`src/rtl/execute_mdu.sv`:
```
// execute_mdu: execute-stage RV32M multiply/divide unit.
// Accepts an M-extension op from the decode->execute register, runs it
// (iterative shift-add multiply, restoring radix-2 divide) and hands the
// result to the execute->memory register through a valid/allow-in pair.
// Optional build macro: MDU_FAST_MUL_EN -- multiplies use a single-cycle
// combinational product and finish one edge after accept; divides unchanged.
//
// Handshake: upstream advances on decode_vaild_i & execute_allow_in_o at a
// rising edge; downstream takes the result on execute_ready_o &
// memory_allow_in_i at a rising edge; the result and destination stay stable
// while execute_ready_o=1 and memory_allow_in_i=0.
// FSM state is visible through mdu_busy_o (IDLE vs not) and execute_ready_o
// (DONE vs CALC).
module execute_mdu #(
  parameter int XLEN = 32
) (
  input  logic            clk_i,
  input  logic            rst,
  input  logic            decode_vaild_i,
  input  logic            DD_mdu_en_i,
  input  logic [2:0]      DD_mdu_op_i,
  input  logic [XLEN-1:0] DD_rs1_data_i,
  input  logic [XLEN-1:0] DD_rs2_data_i,
  input  logic [4:0]      DD_dstE_i,
  input  logic            flush_i,
  input  logic            memory_allow_in_i,
  output logic            execute_allow_in_o,
  output logic            execute_ready_o,
  output logic [XLEN-1:0] E_mdu_result_o,
  output logic [4:0]      E_dstE_o,
  output logic            mdu_busy_o
);

  localparam int CW = $clog2(XLEN + 1);
  localparam logic [CW-1:0] CNT_INIT = CW'(XLEN);
  localparam logic [CW-1:0] CNT_ONE  = CW'(1);
  localparam logic [XLEN-1:0] INT_MIN = {1'b1, {(XLEN-1){1'b0}}};

  typedef enum logic [1:0] {
    S_IDLE = 2'd0,
    S_CALC = 2'd1,
    S_DONE = 2'd2
  } state_t;

  state_t              r_state;
  logic [CW-1:0]       r_cnt;
  logic [2:0]          r_op;
  logic [XLEN-1:0]     r_a;       // multiplicand / divisor-independent magnitude of rs1
  logic [XLEN-1:0]     r_b;       // divisor magnitude
  logic [XLEN-1:0]     r_rem;     // partial remainder
  logic [XLEN-1:0]     r_quo;     // dividend shifting out, quotient shifting in
  logic [2*XLEN-1:0]   r_acc;     // {product high, multiplier/product low}
  logic                r_neg;     // negate final result
  logic [XLEN-1:0]     r_result;
  logic [4:0]          r_dst;
  logic                r_ready;
  logic                r_busy;

  logic                w_accept;
  logic                w_allow;
  logic                w_is_div;
  logic                w_a_sgn;
  logic                w_b_sgn;
  logic                w_a_neg;
  logic                w_b_neg;
  logic [XLEN-1:0]     w_a_mag;
  logic [XLEN-1:0]     w_b_mag;
  logic                w_start_neg;
  logic                w_div_zero;
  logic                w_div_ovf;
  logic                w_special;
  logic [XLEN-1:0]     w_special_res;
  logic                w_fast;
  logic [XLEN-1:0]     w_fast_res;

  logic [XLEN:0]       w_trial;
  logic                w_qbit;
  logic [XLEN-1:0]     w_rem_next;
  logic [XLEN-1:0]     w_quo_next;
  logic [XLEN:0]       w_sum;
  logic [2*XLEN-1:0]   w_acc_next;
  logic [2*XLEN-1:0]   w_prod_final;
  logic [XLEN-1:0]     w_mul_res;
  logic [XLEN-1:0]     w_div_sel;
  logic [XLEN-1:0]     w_div_res;
  logic [XLEN-1:0]     w_calc_res;

  // Upstream allow-in purely from state: free in IDLE, follows downstream in DONE.
  always_comb begin
    w_allow = 1'b0;
    case (r_state)
      S_IDLE:  w_allow = 1'b1;
      S_DONE:  w_allow = memory_allow_in_i;
      default: w_allow = 1'b0;
    endcase
  end

  assign w_accept = decode_vaild_i & DD_mdu_en_i & w_allow;

  // Decode the incoming op: operand magnitudes, result sign and special cases.
  always_comb begin
    w_is_div    = DD_mdu_op_i[2];
    w_a_sgn     = (DD_mdu_op_i == 3'd1) | (DD_mdu_op_i == 3'd2) |
                  (DD_mdu_op_i == 3'd4) | (DD_mdu_op_i == 3'd6);
    w_b_sgn     = (DD_mdu_op_i == 3'd1) | (DD_mdu_op_i == 3'd4) |
                  (DD_mdu_op_i == 3'd6);
    w_a_neg     = w_a_sgn & DD_rs1_data_i[XLEN-1];
    w_b_neg     = w_b_sgn & DD_rs2_data_i[XLEN-1];
    w_a_mag     = w_a_neg ? -DD_rs1_data_i : DD_rs1_data_i;
    w_b_mag     = w_b_neg ? -DD_rs2_data_i : DD_rs2_data_i;
    // Remainder takes the dividend sign; quotient and product take the XOR.
    w_start_neg = (w_is_div & DD_mdu_op_i[1]) ? w_a_neg : (w_a_neg ^ w_b_neg);
    w_div_zero  = w_is_div & (DD_rs2_data_i == '0);
    w_div_ovf   = w_is_div & ~DD_mdu_op_i[0] & (DD_rs1_data_i == INT_MIN) &
                  (DD_rs2_data_i == '1);
    w_special   = w_div_zero | w_div_ovf;
    if (w_div_zero) begin
      w_special_res = DD_mdu_op_i[1] ? DD_rs1_data_i : '1;
    end else begin
      w_special_res = DD_mdu_op_i[1] ? '0 : INT_MIN;
    end
  end

`ifdef MDU_FAST_MUL_EN
  logic [2*XLEN-1:0] w_fast_mag;
  logic [2*XLEN-1:0] w_fast_prod;

  // Single-cycle product on magnitudes, sign restored afterwards.
  always_comb begin
    w_fast_mag  = {{XLEN{1'b0}}, w_a_mag} * {{XLEN{1'b0}}, w_b_mag};
    w_fast_prod = w_start_neg ? -w_fast_mag : w_fast_mag;
    w_fast_res  = (DD_mdu_op_i == 3'd0) ? w_fast_prod[XLEN-1:0]
                                        : w_fast_prod[2*XLEN-1:XLEN];
    w_fast      = ~w_is_div;
  end
`else
  assign w_fast     = 1'b0;
  assign w_fast_res = '0;
`endif

  // One iteration of restoring divide and shift-add multiply, plus final fixup.
  always_comb begin
    w_trial      = {r_rem, r_quo[XLEN-1]} - {1'b0, r_b};
    w_qbit       = ~w_trial[XLEN];
    w_rem_next   = w_qbit ? w_trial[XLEN-1:0] : {r_rem[XLEN-2:0], r_quo[XLEN-1]};
    w_quo_next   = {r_quo[XLEN-2:0], w_qbit};
    w_sum        = {1'b0, r_acc[2*XLEN-1:XLEN]} + (r_acc[0] ? {1'b0, r_a} : '0);
    w_acc_next   = {w_sum, r_acc[XLEN-1:1]};
    w_prod_final = r_neg ? -w_acc_next : w_acc_next;
    w_mul_res    = (r_op == 3'd0) ? w_prod_final[XLEN-1:0]
                                  : w_prod_final[2*XLEN-1:XLEN];
    w_div_sel    = r_op[1] ? w_rem_next : w_quo_next;
    w_div_res    = r_neg ? -w_div_sel : w_div_sel;
    w_calc_res   = r_op[2] ? w_div_res : w_mul_res;
  end

  // Control FSM and datapath registers; flush kills the op and wins over accept.
  always_ff @(posedge clk_i) begin
    if (rst | flush_i) begin
      r_state  <= S_IDLE;
      r_cnt    <= '0;
      r_op     <= '0;
      r_a      <= '0;
      r_b      <= '0;
      r_rem    <= '0;
      r_quo    <= '0;
      r_acc    <= '0;
      r_neg    <= 1'b0;
      r_result <= '0;
      r_dst    <= '0;
      r_ready  <= 1'b0;
      r_busy   <= 1'b0;
    end else if (w_accept) begin
      // Only reachable from IDLE, or from DONE while downstream takes the result.
      r_op  <= DD_mdu_op_i;
      r_dst <= DD_dstE_i;
      r_a   <= w_a_mag;
      r_b   <= w_b_mag;
      r_quo <= w_a_mag;
      r_rem <= '0;
      r_acc <= {{XLEN{1'b0}}, w_b_mag};
      r_neg <= w_start_neg;
      r_busy <= 1'b1;
      if (w_special) begin
        r_state  <= S_DONE;
        r_result <= w_special_res;
        r_ready  <= 1'b1;
        r_cnt    <= '0;
      end else if (w_fast) begin
        r_state  <= S_DONE;
        r_result <= w_fast_res;
        r_ready  <= 1'b1;
        r_cnt    <= '0;
      end else begin
        r_state  <= S_CALC;
        r_ready  <= 1'b0;
        r_cnt    <= CNT_INIT;
      end
    end else begin
      case (r_state)
        S_CALC: begin
          r_acc <= w_acc_next;
          r_rem <= w_rem_next;
          r_quo <= w_quo_next;
          r_cnt <= r_cnt - CNT_ONE;
          if (r_cnt == CNT_ONE) begin
            r_state  <= S_DONE;
            r_result <= w_calc_res;
            r_ready  <= 1'b1;
          end
        end
        S_DONE: begin
          if (memory_allow_in_i) begin
            r_state <= S_IDLE;
            r_ready <= 1'b0;
            r_busy  <= 1'b0;
          end
        end
        default: begin
        end
      endcase
    end
  end

  assign execute_allow_in_o = w_allow;
  assign execute_ready_o    = r_ready;
  assign E_mdu_result_o     = r_result;
  assign E_dstE_o           = r_dst;
  assign mdu_busy_o         = r_busy;

endmodule

```
`config.mk`:
```
export PLATFORM = sky130hd
export DESIGN_NAME = execute_mdu
export DESIGN_NICKNAME = d
export VERILOG_FILES = /design/src/rtl/execute_mdu.sv
export SDC_FILE = /design/constraint.sdc
export NUM_CORES = 1
export LEC_CHECK = 0
export CORE_MARGIN = 2
export CORE_UTILIZATION = 50
export CTS_CLUSTER_DIAMETER = 100
export CTS_CLUSTER_SIZE = 16
export DETAILED_ROUTE_END_ITERATION = 10
export PLACE_DENSITY_LB_ADDON = 0.12
export SYNTH_ARGS = -nofsm -noshare
export SYNTH_HDL_FRONTEND = slang
export SYNTH_SLANG_ARGS = --single-unit
```
`constraint.sdc`:
```
create_clock -name clk_i -period 14.75 [get_ports clk_i]
set_clock_uncertainty 0.1 [all_clocks]
set_input_delay 2.95 -clock clk_i [delete_from_list [all_inputs] [get_ports clk_i]]
set_output_delay 2.95 -clock clk_i [all_outputs]
set_load 0.05 [all_outputs]
```
After elaboration in Yosys (flattened, before gate mapping):

Index checks and enable logic that the tools add are counted.

* bits in registers: 243
* logic and storage cells: 101

* add/subtract/negate cells: 7
* eq/ne operators: 12
* mux-type cells: 37
* bitwise logic cells: 19
* reduce and logical (&&, ||, !) cells: 12

Operator list (number)
* $mux 32: 19
* $neg 32->32: 3
* $eq 32x32->1 const B: 2
* $mux 64: 1
* $neg 64->64: 1
* $add 32x32->33: 1
* $sub 33x32->33: 1
* $logic_not 32->1: 1
* $mux 6: 3
* $and 1x1->1: 9
* $mux 2: 4
* $reduce_bool 2->1: 4
* $mux 1: 7
* $or 1x1->1: 7
* $eq 3x3->1 const B: 2
* $eq 6x1->1 const B: 1
* $ne 3x3->1 const B: 2
* $reduce_and 3->1: 2
* $sub 6x1->6 const B: 1
* $pmux 1 s2: 2
* $pmux 2 s2: 1
* $eq 3x1->1 const B: 1
* $eq 3x2->1 const B: 1
* $logic_not 3->1: 1
* 9 further kinds: 10

Longest topological paths before layout:

* word-level depth: 9
* mapped depth: 25
* gate-level depth less buffers: 21

Worst setup path before layout:

No wires, ideal clock.

* kind: input -> output
* from: input memory_allow_in_i
* to: output execute_allow_in_o
* arrival: 3810 ps
* data required time: 11700 ps
* slack: 7890 ps
* stages: 2
* path through: inv_1 > a21oi_1

* word-level cells in the longest chain between the ends: 1

Ends and longest elaborated chain
* start, declared: line 26 `input logic memory_allow_in_i,`
* $pmux 1 s2: line 91 `case (r_state)`
* end, declared: line 27 `output logic execute_allow_in_o,`

Every way passes these cells.

Final worst setup path:

Same ends and word-level chain as after synthesis.

==> flow_metrics.py <==
metrics = {
    "status": {
        "status": "finished, final reports clean",
    },
    "routing": {
        "wirelength_microns": 76600,
        "first_iter_violations": 2435,
        "route.vias.total": 21100,
        "ant_nets": 0,
        "via_per_inst": 6.54,
        "drc": 0,
        "wl_per_cell_microns": 23.8,
        "drtPass1Iterations": 6,
    },
    "power_and_ir_drop": {
        "switching_share_pct": 35.6,
        "vdd.ir_drop.worst_mv": 0.0722,
        "total_power_w": 0.00166,
        "pwr-share-comb_pct": 28.6,
        "powerDensity_mw_per_mm2": 79.2,
        "seqPwrFrac_pct": 41.2,
        "p_sw_w": 0.000591,
        "p_leak_nw": 7.61,
        "p_clk_share_pct": 30.2,
        "internal-power_w": 0.00107,
    },
    "sta": {
        "finalSetupViolCount": 0,
        "tightest_slew_ns": 1.27,
        "fin_tns_setup_ns": 0,
        "hold_viol_final": 0,
        "finalCriticalPeriod_ns": 7.75,
        "relSlewSlack_pct": 14.9,
        "drv_slew": 0,
        "rsz0062_at_grt": "no",
        "fmax_mhz": 129,
        "whs_ns": 0.352,
        "fin_crit_sh_pct": 52.6,
    },
    "synthesis": {
        "synthArstFlopShare_pct": 0,
        "synth_seq_cells": 242,
        "syn-cell-area_sq_mm": 0.0191,
        "yosysWarnings": 0,
        "synthFlopType": "dfxtp_1",
        "syn_inst": 2728,
        "synth_edf_count": 0,
        "syn_area_per_cell_sq_um": 7.01,
        "ys_types": 91,
        "seq_area_frac_synth_pct": 25.3,
        "synth_nets": 2879,
    },
    "setup_path": {
        "start_kind": "input pin",
        "slowest_delay_ns": 0.88,
        "cp_data_arrival_time_ns": 4.70,
        "path_cells": "clkdlybuf4s50_1 > inv_1 > a21oi_1 > clkdlybuf4s50_1",
        "worstPathRequired_ns": 11.70,
        "crit_top_cell": "clkdlybuf4s50_1",
        "r2r_slack_ns": 7.97,
        "worst-setup-path-type": "input pin to output port",
        "slowest_stage": "clkdlybuf4s50_1",
        "crit_path_end_kind": "output port",
        "critical_path.max_fanout": 3,
    },
    "place": {
        "place.gp.congestion": 1.01,
        "dp_cells": 3197,
        "portBuffers": 117,
        "place_hpwl_microns": 58100,
    },
    "layout": {
        "finalNonFillerCells": 3221,
        "post-route-util_pct": 55.7,
        "drive_above_1_share_pct": 3.80,
        "antenna_cells": 0,
        "seq_area_sq_mm": 0.00485,
        "n_fill_cell": 3779,
        "multiInputGateArea_sq_mm": 0.0134,
        "area_growth_pct": 9.71,
        "final_nets": 2858,
    },
    "floorplanning": {
        "die_area_sq_mm": 0.0398,
        "die_x_microns": 200,
        "initial_core_util_pct": 50.7,
        "dieHeight_microns": 200,
        "placementRows": 71,
        "io_pins": 118,
        "core_area_sq_mm": 0.0377,
    },
    "clock_tree": {
        "post_cts_buffers": 0,
        "cts_resized": 0,
        "cts_htree_levels": 1,
        "cts_root_buf": "clkbuf_16",
        "clock-sinks": 242,
        "cts_max_path_buffers": 3,
        "cts_tree": "built",
        "holdBufCountCts": 0,
        "worstSkewPairLatency_ns": 0.55,
        "clkSlewWorstSetupHoldPaths_ns": 0.06,
        "cts_buffers": 19,
    },
    "global_routing": {
        "grt_pass1_vias": 19000,
        "antenna_found_initial": 1,
        "grt_overflow_total": 0,
        "grt_util_all_layers_pct": 37.9,
        "grt_pass1_wl_microns": 115000,
        "grt_start_max_net_pins": 87,
    },
    "run": {
        "cap_violations": 0,
    },
    "worst_hold_path": {
        "min_path_type": "register to register",
    },
}
==> placed cells by master (no fill, tap or decap), types with 11 or more instances in the layout <==
cell type        netlist  routed
o21a_1                18      18
o31ai_1               34      34
inv_1                 70      70
or2_2                 14      14
nand4_1               34      34
a311oi_1              12      12
xnor2_1               71      71
nand2b_1              20      19
o211ai_1              22      22
o41ai_1               13      13
a211oi_1              67      67
a21oi_1              242     242
and2_1                51      51
o2111ai_1             11      11
nand2_1              447     446
dfxtp_1              242     240
or4_1                 14      14
nor2_1               271     270
nand3_1               53      52
clkbuf_16              0      19
ha_1                  71      71
nor3_1                72      71
mux2i_1               30      30
xor2_1                69      69
and3_1                28      27
and4_1                12      12
buf_4                  0      23
o21ai_0              181     181
a31oi_1               83      83
nor4_1                26      26
or3_1                 45      44
a21o_1                20      20
clkdlybuf4s50_1        0     117
==> Yosys cell counts (all sizes together) (69+ instances only) <==
| cell | n | area, sq um |
|---|---|---|
| ha | 71 | 888 |
| xor2 | 69 | 604 |
| xnor2 | 71 | 622 |
| nor3 | 73 | 370 |
| o21ai | 186 | 935 |
| inv | 70 | 263 |
| dfxtp | 242 | 4840 |
| nand2 | 447 | 1680 |
| a31oi | 83 | 519 |
| clkbuf | 156 | 586 |
| nor2 | 271 | 1020 |
| a21oi | 244 | 1230 |
==> per-stage QoR <==
stage	cell area, sq um	worst slack (ns)
after CTS	21000	6.99
after detailed placement	20500	7.01
after global routing	21000	6.95
after global placement	20500	7.04
final	21000	7.00
after floorplan	19100	7.89
==> flip-flops by register name, indices dropped and copies added, names as in the netlist <==
signal	count
r_op	3
r_a	32
E_dstE_o	5
E_mdu_result_o	32
r_cnt	6
r_b	32
r_acc	64
r_state	2
r_neg	1
r_quo	32
r_rem	32
mdu_busy_o	1
==> path summary, 6_finish.rpt <==
kind                     start            endpoint  cells past startpoint
min reg2reg        E_dstE_o[2]         E_dstE_o[2]                      2
max          memory_allow_in_i  execute_allow_in_o                      4
max reg2reg          r_quo[31]  E_mdu_result_o[20]                     20
min                E_dstE_o[2]         E_dstE_o[2]                      2
==> worst max-delay path, delay by kind of cell <==
kind,cells,cell delay (ns)
buffers and inverters,3,1.42
AO/OA/AOI/OAI,1,0.33
==> final cells by class <==
type | count | area share (%)
Multi-Input combinational cell | 2234 | 63.7
Clock inverter | 2 | 0.0656
Tap cell | 511 | 3.05
Timing Repair Buffer | 140 | 6.41
Sequential cell | 242 | 23.1
Clock buffer | 22 | 2.42
Inverter | 70 | 1.25
==> power groups by stage <==
stage	Combinational [W]	Clock [W]	Sequential [W]
detailed placement	0.000459	0	0.000698
floorplan	0.000308	0	0.000692
global route	0.000508	0.000527	0.000685
CTS	0.000461	0.000508	0.000683
finish	0.000475	0.000502	0.000684
global placement	0.000457	0	0.000698
==> routing by layer <==
metal | vias up | track usage (%) | routed length, microns
li1 | 9846 | - | -
met2 | 1006 | 56.2 | 32000
met4 | 2 | 18.8 | 4270
met3 | 183 | 5.08 | 6420
met5 | - | 0 | 13
met1 | 10000 | 53.7 | 33800
==> cells by family after synthesis <==
family	share of synthesized area [%]
buffers and inverters	5.03
adder cells (fa/ha/maj)	4.86
AND/OR/NAND/NOR	27.8
flip-flops	25.3
XOR/XNOR	6.41
AO/OA/AOI/OAI	28.5
multiplexers	2.02
Note: power is estimated with default switching activity, not from simulation.
==> patch, RTL diff (same settings) <==
Change the parameter `XLEN` from 32 to 16.
--- a/src/rtl/execute_mdu.sv
+++ b/src/rtl/execute_mdu.sv
@@ -14,3 +14,3 @@
 module execute_mdu #(
-  parameter int XLEN = 32
+  parameter int XLEN = 16
 ) (
Interface: changed (resized DD_rs1_data_i, DD_rs2_data_i and E_mdu_result_o); port bits go from 118 to 70. No check against the original RTL was run, so the function may have changed too.
==> patch against the unedited design <==
Non-clock buffer count fell by 59. Global-route usage fell by 7.4 points. Setup slack improved by 0.15 ns. Routed wire length fell by 60%. Highest routed layer is now met4. Combinational power fell by 53%. Total power fell by 35%. Sequential cell count fell by 113. Synthesized area fell by 51%. Final cell count fell by 51%. Cell area fell by 48%.
==> patch: results (changes against the unedited design) <==
{
  "status": "completed",
  "synth_top_cells_by_count": "sky130_fd_sc_hd__nand2_1 (225), sky130_fd_sc_hd__a21oi_1 (129), sky130_fd_sc_hd__dfxtp_1 (129), sky130_fd_sc_hd__nor2_1 (124), sky130_fd_sc_hd__clkbuf_1 (65)",
  "finish.cell_count_without_fillers": {"value": 1569, "change": "-51%"},
  "post_synth_main_area_contributors": "sky130_fd_sc_hd__dfxtp_1 (27%), sky130_fd_sc_hd__nand2_1 (9.0%), sky130_fd_sc_hd__a21oi_1 (6.8%)",
  "cts_buffers": {"value": 17, "change": "-2"},
  "routed_wire_length_per_instance": {"value": 19.63, "unit": "um", "change": "-17%"},
  "drtPass1Iterations": {"value": 5, "change": "-1"},
  "synth_area_per_cell": {"value": 7.257, "unit": "sq um", "change": "+3.6%"},
  "synth_nets": {"value": 1387, "change": "-52%"},
  "dp.cells": {"value": 1538, "change": "-52%"},
  "maximum_number_of_pins_on_one_net_before_global_route_repair": {"value": 80, "change": "-8.0%"},
  "first_iter_violations": {"value": 893, "change": "-63%"},
  "grtUsageMet1": {"value": 0.4295, "change": "-0.1077"},
  "layout-drive-gt1-share": {"value": 0.06292, "change": "+0.02491"},
  "library_cells_used_by_synthesis": {"value": 84, "change": "-7.7%"},
  "max_stage_delay": {"value": 0.85, "unit": "ns", "change": "-0.03 ns"},
  "globalplace.congestion": {"value": 0.9490, "change": "-5.9%"},
  "vdd_drop_max": {"value": 0.08176, "unit": "mV", "change": "+13%"},
  "synth.yosys.seq_area_share": {"value": 0.2737, "change": "+0.02029"},
  "antenna_found_initial": {"value": 0, "change": "-1"},
  "grt_util_met2": {"value": 0.4750, "change": "-0.08715"},
  "number_of_global_route_vias_before_repair": {"value": 8841, "change": "-53%"},
  "power.static_leakage": {"value": 3.963, "unit": "nW", "change": "-48%"},
  "dp_slack": {"value": 7.132, "unit": "ns", "change": "+0.1258 ns"},
  "crit-reg2reg-launch": "r_quo[15]",
  "total_routing_usage_reported_by_global_routing": {"value": 0.3055, "change": "-0.07381"}
}
==> patch: kinds of logic after synthesis <==
| group | after synthesis | share of synthesized area |
|---|---|---|
| simple gates | 518 | 0.2544 |
| compound gates | 398 | 0.2769 |
| flops | 129 | 0.2737 |
| buf+inv | 124 | 0.05159 |
| xor+xnor | 70 | 0.06499 |
| fa+ha+maj | 41 | 0.05597 |
| mux | 20 | 0.02241 |
==> patch: worst paths after layout <==
check,endpoint,slack [ns],cells after the start
worst max-delay path,execute_allow_in_o,7.15,4
worst min-delay path,E_dstE_o[4],0.35,2
worst max register to register,E_mdu_result_o[12],9.71,17
worst min register to register,E_dstE_o[4],0.35,2
==> patch: power by group <==
group	total, mW	switching [mW]	internal (mW)
Clock	0.486	0.168	0.317
Sequential	0.366	0.00896	0.357
Combinational	0.225	0.142	0.0829
Total	1.08	0.319	0.757
==> patch: layout make-up <==
cell class | instances | area (sq um) | area share
Clock inverter | 12 | 230.2 | 0.02115
Clock buffer | 19 | 432.9 | 0.03977
Timing Repair Buffer | 81 | 780.7 | 0.07172
Tap cell | 234 | 292.8 | 0.02689
Sequential cell | 129 | 2582 | 0.2372
Inverter | 47 | 176.4 | 0.01621
Multi-Input combinational cell | 1047 | 6391 | 0.5871
==> patch: metal layers <==
layer,vias up,part of all wire
met4,0,0.032
li1,4707,-
met3,65,0.070
met2,422,0.44
met5,-,0
met1,4673,0.45
==> patch: worst register-to-register path, cell delays in order (launching register included) <==
cell	delay, ns
sky130_fd_sc_hd__dfxtp_1	0.35
sky130_fd_sc_hd__inv_1	0.06
sky130_fd_sc_hd__ha_1	0.23
sky130_fd_sc_hd__fa_1	0.43
sky130_fd_sc_hd__nand2b_1	0.19
sky130_fd_sc_hd__a21oi_2	0.27
sky130_fd_sc_hd__o21a_1	0.25
sky130_fd_sc_hd__o21ai_4	0.10
sky130_fd_sc_hd__a21oi_4	0.60
sky130_fd_sc_hd__o311ai_0	0.38
sky130_fd_sc_hd__inv_1	0.13
sky130_fd_sc_hd__ha_1	0.24
sky130_fd_sc_hd__nor4b_1	0.25
sky130_fd_sc_hd__a32oi_1	0.17
sky130_fd_sc_hd__or3_1	0.48
sky130_fd_sc_hd__o41ai_1	0.34
sky130_fd_sc_hd__mux2i_1	0.27
sky130_fd_sc_hd__o21a_1	0.14
